[config.mk]
export PLATFORM = sky130hd
export DESIGN_NAME = booth_result_accumulator
export DESIGN_NICKNAME = d
export VERILOG_FILES = /design/src/rtl/booth_result_accumulator.sv
export SDC_FILE = /design/constraint.sdc
export NUM_CORES = 1
export LEC_CHECK = 0
export ABC_AREA = 1
export ABC_CLOCK_PERIOD_IN_PS = 2200
export CORE_MARGIN = 5
export CORE_UTILIZATION = 46
export CTS_CLUSTER_DIAMETER = 50
export DETAILED_ROUTE_END_ITERATION = 6
export PLACE_DENSITY = 0.76
export SYNTH_ARGS = -nofsm -noshare
export SYNTH_HDL_FRONTEND = slang
export SYNTH_SLANG_ARGS = --single-unit
[constraint.sdc]
create_clock -name CLK -period 2.2 [get_ports CLK]
set_input_delay 0.33 -clock CLK [delete_from_list [all_inputs] [get_ports CLK]]
set_output_delay 0.33 -clock CLK [all_outputs]
set_load 0.05 [all_outputs]
[src/rtl/booth_result_accumulator.sv]
// Block accumulator behind the 8x8 Booth multiplier: sums acc_len signed products
// into a saturating ACC_W-bit accumulator and presents each block sum via valid/ready.
module booth_result_accumulator #(
  parameter int PROD_W = 16,
  parameter int ACC_W  = 24,
  parameter int CNT_W  = 4
) (
  input  logic              CLK,
  input  logic              RST,
  input  logic              clear,
  input  logic [CNT_W-1:0]  acc_len,
  input  logic [PROD_W-1:0] product,
  input  logic              prod_valid,
  output logic              prod_ready,
  output logic [ACC_W-1:0]  result,
  output logic              result_valid,
  input  logic              result_ready,
  output logic              overflow,
  output logic [CNT_W-1:0]  count
);

  typedef enum logic [1:0] {
    IDLE = 2'd0,
    ACC  = 2'd1,
    OUT  = 2'd2
  } state_t;

  localparam logic [CNT_W-1:0] CNT_ZERO = {CNT_W{1'b0}};
  localparam logic [CNT_W-1:0] CNT_ONE  = {{(CNT_W-1){1'b0}}, 1'b1};

  state_t             state_r, state_s;
  logic [ACC_W-1:0]   acc_r, acc_s;
  logic [CNT_W-1:0]   count_r, count_s;
  logic [CNT_W-1:0]   target_r, target_s;
  logic               ovf_r, ovf_s;
  logic               valid_r, valid_s;
  logic [CNT_W-1:0]   len_s;
  logic [CNT_W-1:0]   count_inc_s;
  logic [ACC_W-1:0]   prod_ext_s;
  logic [ACC_W:0]     sat_sum_s;
  logic               prod_xfer_s;
  logic               res_xfer_s;

  // Bit ACC_W of the return value flags a clamp; the low ACC_W bits are the clamped sum.
  function automatic logic [ACC_W:0] sat_add(input logic [ACC_W-1:0] a,
                                             input logic [PROD_W-1:0] p);
    logic [ACC_W:0] s;
    s = {a[ACC_W-1], a} + {{(ACC_W+1-PROD_W){p[PROD_W-1]}}, p};
    if (s[ACC_W] != s[ACC_W-1]) begin
      if (s[ACC_W]) begin
        sat_add = {1'b1, 1'b1, {(ACC_W-1){1'b0}}};
      end else begin
        sat_add = {1'b1, 1'b0, {(ACC_W-1){1'b1}}};
      end
    end else begin
      sat_add = {1'b0, s[ACC_W-1:0]};
    end
  endfunction

  assign prod_ready   = RST & (state_r != OUT);
  assign prod_xfer_s  = prod_valid & prod_ready;
  assign res_xfer_s   = valid_r & result_ready;
  assign len_s        = (acc_len == CNT_ZERO) ? CNT_ONE : acc_len;
  assign count_inc_s  = count_r + CNT_ONE;
  assign prod_ext_s   = {{(ACC_W-PROD_W){product[PROD_W-1]}}, product};
  assign sat_sum_s    = sat_add(acc_r, product);

  assign result       = acc_r;
  assign result_valid = valid_r;
  assign overflow     = ovf_r;
  assign count        = count_r;

  // Next-state and datapath update; clear overrides every state.
  always_comb begin
    state_s  = state_r;
    acc_s    = acc_r;
    count_s  = count_r;
    target_s = target_r;
    ovf_s    = ovf_r;
    valid_s  = valid_r;
    if (clear) begin
      state_s = IDLE;
      acc_s   = {ACC_W{1'b0}};
      count_s = CNT_ZERO;
      ovf_s   = 1'b0;
      valid_s = 1'b0;
    end else begin
      case (state_r)
        IDLE: begin
          if (prod_xfer_s) begin
            acc_s    = prod_ext_s;
            count_s  = CNT_ONE;
            target_s = len_s;
            ovf_s    = 1'b0;
            if (len_s == CNT_ONE) begin
              state_s = OUT;
              valid_s = 1'b1;
            end else begin
              state_s = ACC;
            end
          end else begin
            state_s = IDLE;
          end
        end
        ACC: begin
          if (prod_xfer_s) begin
            acc_s   = sat_sum_s[ACC_W-1:0];
            ovf_s   = ovf_r | sat_sum_s[ACC_W];
            count_s = count_inc_s;
            if (count_inc_s == target_r) begin
              state_s = OUT;
              valid_s = 1'b1;
            end else begin
              state_s = ACC;
            end
          end else begin
            state_s = ACC;
          end
        end
        OUT: begin
          if (res_xfer_s) begin
            state_s = IDLE;
            valid_s = 1'b0;
            count_s = CNT_ZERO;
          end else begin
            state_s = OUT;
          end
        end
        default: begin
          state_s = IDLE;
          acc_s   = {ACC_W{1'b0}};
          count_s = CNT_ZERO;
          ovf_s   = 1'b0;
          valid_s = 1'b0;
        end
      endcase
    end
  end

  // State and datapath registers.
  always_ff @(posedge CLK or negedge RST) begin
    if (!RST) begin
      state_r  <= IDLE;
      acc_r    <= {ACC_W{1'b0}};
      count_r  <= CNT_ZERO;
      target_r <= CNT_ZERO;
      ovf_r    <= 1'b0;
      valid_r  <= 1'b0;
    end else begin
      state_r  <= state_s;
      acc_r    <= acc_s;
      count_r  <= count_s;
      target_r <= target_s;
      ovf_r    <= ovf_s;
      valid_r  <= valid_s;
    end
  end

endmodule

==> flow_metrics.env, run 1 <==
export IMPL_status="finished with violations"
export IMPL_violations="negative setup slack"
export IMPL_nFillCells=537
export IMPL_area_growth_pct=65.00
export IMPL_antenna_left=0
export IMPL_track_usage=0.2627
export IMPL_setup_viol=24
export IMPL_cts_made_buffers=5
export IMPL_synth_cell_area_mm2=0.003682
export IMPL_synth_area_top_cells="nand2_1 27%, dfrtp_1 24%, ha_1 8.5%"
export IMPL_pwr_density_cell_mw_per_mm2=536.6
export IMPL_root_buffer="clkbuf_8"
export IMPL_drive_gt1_frac=0.3449
export IMPL_fin_skew_ps=8.964
export IMPL_netlist_area_leader_share=0.2671
export IMPL_cp_end_kind="flip-flop"
export IMPL_cp_num_buf_inv=2
export IMPL_wl_per_cell_um=15.85
export IMPL_crit_chain="clkdlybuf4s50_1 > ha_2 > nand2_1 > nor2_2 > nand2_1 > nor2_2 > nand2_2 > nand4_1 > nand2_4 > a21oi_4 > buf_6 > nand2_1 > nand2_1 > nand2_1 > nand2_1"
export IMPL_place_ws_ps=-738.2
export IMPL_fin_cells=882
export IMPL_critical_path_class="in -> reg"
export IMPL_relSlewSlack=0.6512
export IMPL_port_buffers=55
export IMPL_vias_per_cell=5.349
export IMPL_cp_slowest_stage_delay_ps=440
export IMPL_die_h_um=99.47
export IMPL_route_detailed_drc=0
export IMPL_max_freq_mhz=406.3
export IMPL_grt_max_degree=37
export IMPL_globalplace_congestion=0.9457
export IMPL_initial_core_util=0.4741
export IMPL_dieArea_mm2=0.009894
export IMPL_worst_pin_slew_ps=521.6
export IMPL_hold_slack_ps=101.6
export IMPL_antenna_found_initial=0
export IMPL_dp_hpwl_um=9720
export IMPL_hp_class="in -> async"
export IMPL_cts_tree="built"
export IMPL_vdd_drop_max_mv=0.3775
export IMPL_drt_total_wl_um=13980
export IMPL_ys_ff_latch=36
export IMPL_antenna_cells=0
export IMPL_post_route_period_util=1.119
export IMPL_clk_pin_slew_ps=90
export IMPL_yosysSeqAreaShare=0.2446
export IMPL_grt_pass1_vias=4539
export IMPL_crit_family="simple AND/OR/NAND/NOR gates"
export IMPL_leakage_uw=0.003143
export IMPL_crit_top_cell="nand2_1"
export IMPL_dp_cells=853
export IMPL_fin_ws_ps=-261.4
export IMPL_yosysTopAreaCell="nand2_1"
export IMPL_nNetsFinal=830
export IMPL_slew_viol_final=0
export IMPL_ys_warn_count=0
export IMPL_maxCapViolations=0
export IMPL_crit_arrival_ps=2700
export IMPL_syn_inst=603
export IMPL_rows=32
export IMPL_holdBufCountCts=0
export IMPL_ys_types=32
export IMPL_syn_avg_cell_area_um2=6.107
export IMPL_mappedNetlistNets=654
export IMPL_fp_dieW_um=99.47
export IMPL_period_needed_ps=2461
export IMPL_cp_data_required_time_ps=2440
export IMPL_clk_latency_ps=300
export IMPL_htree_levels=2
export IMPL_rsz0062_at_grt="true"
export IMPL_num_vias=4718
export IMPL_ios=56
export IMPL_critical_path_slowest_cell="clkdlybuf4s50_1"
export IMPL_cts_path_max_buffers=2
export IMPL_worst_setup_path_start_kind="input pin"
export IMPL_drt_iter0_markers=286
export IMPL_core_mm2=0.007767
export IMPL_drt_first_pass_iters=5
export IMPL_critPathMaxFanout=6
export IMPL_finalHoldViolCount=0
export IMPL_grt_first_pass_wirelength_um=21130
export IMPL_grt_ovfl_total=0
export IMPL_clock_sinks=36
## layout by cell type (no fill, tap or decap), drive strengths merged
cell type        n
nand2          270
buf            126
inv             73
nand3           46
nor2            43
clkdlybuf4s50   42
dfrtp           36
a21oi           29
ha              25
nand4           13
xor2            11
o21ai           11
xnor2           10
dlymetal6s2s     9
o21bai           8
nor3             7
clkbuf           7
and2             2
nand3b           2
clkinv           2
nor4             1
a21boi           1
o32a             1
a22o             1
fa               1
clkinvlp         1
clkdlybuf4s15    1
dlygate4sd2      1
## stage by stage
step	util	power [µW]	instance area, µm²	TNS, ps
2_1_floorplan	-	1703	3750	-1130
3_3_place_gp	0.6666	2341	5177	-14960
3_5_place_dp	0.6666	2370	5177	-16860
4_1_cts	0.7390	3084	5741	-3276
5_1_grt	0.7822	3449	6076	-6647
6_report	0.7822	3261	6076	-5110
## logic make-up (layout without fill, tap and decap cells)
group	count (synthesis)	in the layout	share of synthesized area
fa+ha+maj	26	26	0.09038
flops	36	36	0.2446
compound gates	51	51	0.08393
xor+xnor	21	21	0.04995
simple gates	384	384	0.4332
buf+inv	85	262	0.09786
## per-layer routing
layer,GRT usage,wire length [µm],up-vias
met5,0,0,-
met4,0.09664,553,0
met3,0.03857,883,50
met2,0.4613,6971,192
met1,0.3250,5573,2218
li1,-,-,2258
## what timing repair did
item                       in CTS  in global routing
cloned                          2                  3
setup buffers                  12                  7
pin swaps                      38                 33
resized for setup              72                 61
setup endpoints to repair      25                 24
## path summary, 6_finish.rpt
check | startpoint | endpoint | slack, ps | depth (start not counted)
min in group CLK | product[14] | result[14]$_DFFE_PN0P_ | 420 | 5
worst min register to register | target_r[1]$_DFFE_PN0P_ | target_r[1]$_DFFE_PN0P_ | 500 | 2
worst max register to register | result[17]$_DFFE_PN0P_ | result[15]$_DFFE_PN0P_ | -220 | 14
worst max-delay path | product[7] | result[15]$_DFFE_PN0P_ | -260 | 15
max in group asynchronous | RST | result[19]$_DFFE_PN0P_ | 1710 | 2
worst min-delay path | RST | result[11]$_DFFE_PN0P_ | 100 | 2
## report_power, final
group	total, µW	switching (µW)	leakage, µW	internal [µW]
combinational	1950	1070	0.00265	881
clock	517	292	0.0000445	225
sequential	790	60.6	0.000451	729
## cell usage after synthesis
library cell / number
nor3_1: 7
a22o_1: 1
buf_2: 3
nand4_1: 13
ha_1: 25
buf_6: 4
fa_1: 1
xnor2_1: 10
a21boi_0: 1
o32a_1: 1
buf_4: 2
inv_1: 70
o21bai_1: 8
nand2_4: 1
nor2_2: 6
dfrtp_1: 36
nand2_2: 7
nand2_1: 262
a21oi_4: 1
o21ai_1: 1
clkbuf_1: 3
inv_2: 2
clkinv_1: 1
nand3_1: 46
a21oi_2: 3
and2_1: 2
o21ai_0: 10
nand3b_1: 2
nor4_1: 1
a21oi_1: 25
xor2_1: 11
nor2_1: 37
## area by class of cell
cell class	count	area (µm²)	share of cell area
multi-input cells	482	3019	0.4969
repair buffers	181	1642	0.2702
flip-flops and latches	36	923.4	0.1520
inverters	73	274.0	0.04510
well taps	102	127.6	0.02100
clock buffers	5	68.82	0.01133
clock inverters	3	21.27	0.003501
## state kept, by name, summed over array words and instances (netlist names)
signal	count
result	24
count	4
result_valid	1
state_r	2
overflow	1
target_r	4
No activity file was read; power rests on OpenSTA's default activity.
==> run 2: changes to the inputs <==
- ABC_AREA: 1 -> unset
- CAP_MARGIN: unset -> 20
- PLACE_DENSITY: 0.76 -> 0.78
==> flow_metrics.env, run 2 <==
export IMPL_finalHoldViolCount=0
export IMPL_drive_gt1_frac=0.3657
export IMPL_cts_tree="built"
export IMPL_drt_first_pass_iters=5
export IMPL_synthFlopType="dfrtp_1"
export IMPL_leakage_uw=0.002218
export IMPL_initial_core_util=0.4702
export IMPL_finalPower_uw=3396
export IMPL_grt_max_degree=38
export IMPL_syn_inst=377
export IMPL_yosysMostFrequentCell="a21oi_1"
export IMPL_grt_first_pass_wirelength_um=17690
export IMPL_fin_cells=632
export IMPL_wl_per_cell_um=18.22
export IMPL_cp_end_kind="flip-flop"
export IMPL_dp_cells=613
export IMPL_cts_path_max_buffers=2
export IMPL_grt_ovfl_total=0
export IMPL_period_needed_ps=3026
export IMPL_yosysTopAreaCell="dfrtp_1"
export IMPL_drt_total_wl_um=11520
export IMPL_mappedNetlistNets=428
export IMPL_synth_area_top_cells="dfrtp_1 28%, ha_1 9.8%, a21oi_1 8.1%"
export IMPL_maxCapViolations=0
export IMPL_crit_chain="ha_4 > buf_6 > o211ai_1 > a21oi_2 > nand3b_1 > a41oi_2 > nor2_1 > a2111o_1 > or3_4 > buf_12 > o22ai_4"
export IMPL_track_usage=0.2531
export IMPL_synth_cell_area_mm2=0.003194
export IMPL_crit_arrival_ps=3270
export IMPL_dp_hpwl_um=7656
export IMPL_root_buffer="clkbuf_8"
export IMPL_startpoint="result[5]$_DFFE_PN0P_"
export IMPL_synth_edf_count=0
export IMPL_nNetsFinal=586
export IMPL_violations="negative setup slack"
export IMPL_vdd_drop_max_mv=0.3936
export IMPL_yosysSeqAreaShare=0.2820
export IMPL_status="finished with violations"
export IMPL_hp_class="in -> async"
export IMPL_htree_levels=2
export IMPL_clock_sinks=36
export IMPL_cp_data_required_time_ps=2440
export IMPL_antenna_found_initial=0
export IMPL_grt_pass1_vias=3777
export IMPL_slew_viol_final=0
export IMPL_netlist_area_leader_share=0.2820
export IMPL_fp_dieW_um=93.33
export IMPL_worst_setup_path_start_kind="flip-flop"
export IMPL_area_growth_pct=57.70
export IMPL_drt_iter0_markers=193
export IMPL_final_cell_mix="110 x buf_4, 49 x a21oi_1, 45 x clkdlybuf4s50_1"
export IMPL_route_detailed_drc=0
export IMPL_async_flop_share=1.000
export IMPL_antenna_left=0
export IMPL_pwr_density_cell_mw_per_mm2=674.2
export IMPL_largest_reg_flops=24
export IMPL_cts_made_buffers=5
export IMPL_port_buffers=55
export IMPL_antenna_cells=0
export IMPL_rsz0062_at_grt="true"
export IMPL_crit_family="compound AO/OA/AOI/OAI gates"
export IMPL_cp_slowest_stage_delay_ps=430
export IMPL_syn_avg_cell_area_um2=8.473
export IMPL_num_vias=3728
export IMPL_clk_latency_ps=310
export IMPL_die_h_um=93.33
export IMPL_rows=30
export IMPL_dieArea_mm2=0.008710
export IMPL_cp_num_buf_inv=2
export IMPL_synth_common_cells="52 x a21oi_1, 42 x nor2_1, 36 x dfrtp_1"
export IMPL_finalSetupTns_ps=-18300
export IMPL_max_freq_mhz=330.5
export IMPL_core_mm2=0.006794
export IMPL_holdBufCountCts=0
export IMPL_critical_path_class="reg -> reg"
export IMPL_ys_ff_latch=36
export IMPL_critPathMaxFanout=9
export IMPL_clk_pin_slew_ps=90
export IMPL_globalplace_congestion=0.9198
export IMPL_fin_ws_ps=-825.6
export IMPL_vias_per_cell=5.899
export IMPL_setup_viol=25
export IMPL_critical_path_slowest_cell="dfrtp_2"
export IMPL_post_route_period_util=1.375
export IMPL_ios=56
export IMPL_fin_skew_ps=9.512
export IMPL_ys_types=61
export IMPL_layout_commonest_cell="buf_4"
export IMPL_regToRegStartpoint="result[5]$_DFFE_PN0P_"
export IMPL_ys_warn_count=0
export IMPL_relSlewSlack=0.6394
export IMPL_worst_pin_slew_ps=539.3
==> run 2: cell types whose count changed after synthesis, moves of 9 or more <==
cell	change
and3_1	+9
nand2_1	-235
inv_1	-63
nand3_1	-42
a21oi_1	+27
o21ai_0	+15
==> run 2: routing by layer <==
metal  up-vias  GRT usage  part of all wire
li1       1711          -                 -
met1      1794     0.3033              0.40
met2       179     0.4378              0.49
met3        44    0.05068             0.069
met4         0     0.1074             0.040
met5         -          0                 0
==> run 2: worst register-to-register path, stage by stage, from the launching register on <==
cell	delay, ps
dfrtp_2	430
ha_4	290
buf_6	100
o211ai_1	170
a21oi_2	230
nand3b_1	170
a41oi_2	330
nor2_1	110
a2111o_1	420
or3_4	390
buf_12	170
o22ai_4	160
==> run 2: logic make-up (layout without fill, tap and decap cells) <==
group           after synthesis  in the layout  share of synthesized area
xor+xnor                     27             27                    0.07403
fa+ha+maj                    26             26                     0.1042
flops                        36             36                     0.2820
buf+inv                      28            187                    0.05131
compound gates              141            141                     0.3055
mux                           3              3                    0.01058
simple gates                116            116                     0.1724
==> run 2: area by class of cell <==
| class | count | area (µm²) |
|---|---|---|
| timing repair buffer | 172 | 1466 |
| fill | 484 | 1757 |
| sequential | 36 | 915.9 |
| inverter | 7 | 26.28 |
| tap | 96 | 120.1 |
| multi-input combinational | 313 | 2397 |
| clock buffer | 5 | 68.82 |
| clock inverter | 3 | 42.54 |
==> run 2: metrics by stage <==
step                area (µm²)  hold slack, ps  setup WS, ps    util
floorplan                 3292           34.41        -933.8       -
global placement          4616           484.0         -1043  0.6794
detailed placement        4616           482.2         -1180  0.6794
CTS                       4918           141.7        -664.0  0.7239
global route              5037           166.5        -880.8  0.7414
finish                    5037           129.0        -825.6  0.7414
==> run 2: timing repair <==
| action | CTS | global route |
|---|---|---|
| pin swaps | 10 | 10 |
| endpoints found under the setup margin | 25 | 25 |
| gates resized for setup | 42 | 20 |
| buffers inserted | 7 | 4 |
==> run 2: worst paths after layout <==
kind                                             to  slack, ps  cells after the start
min in group CLK              result[6]$_DFFE_PN0P_        370                      3
setup reg to reg             result[10]$_DFFE_PN0P_       -830                     11
hold / removal               result[16]$_DFFE_PN0P_        130                      2
max in group asynchronous     result[5]$_DFFE_PN0P_       1690                      2
setup / recovery             result[10]$_DFFE_PN0P_       -830                     11
hold reg to reg            result_valid$_DFFE_PN0P_        520                      1
==> run 2: power breakdown <==
part / leakage [µW] / switching, µW / internal (µW)
Sequential: 0.000459 / 70.3 / 748
Clock: 0.0000541 / 299 / 336
Combinational: 0.00171 / 1030 / 908
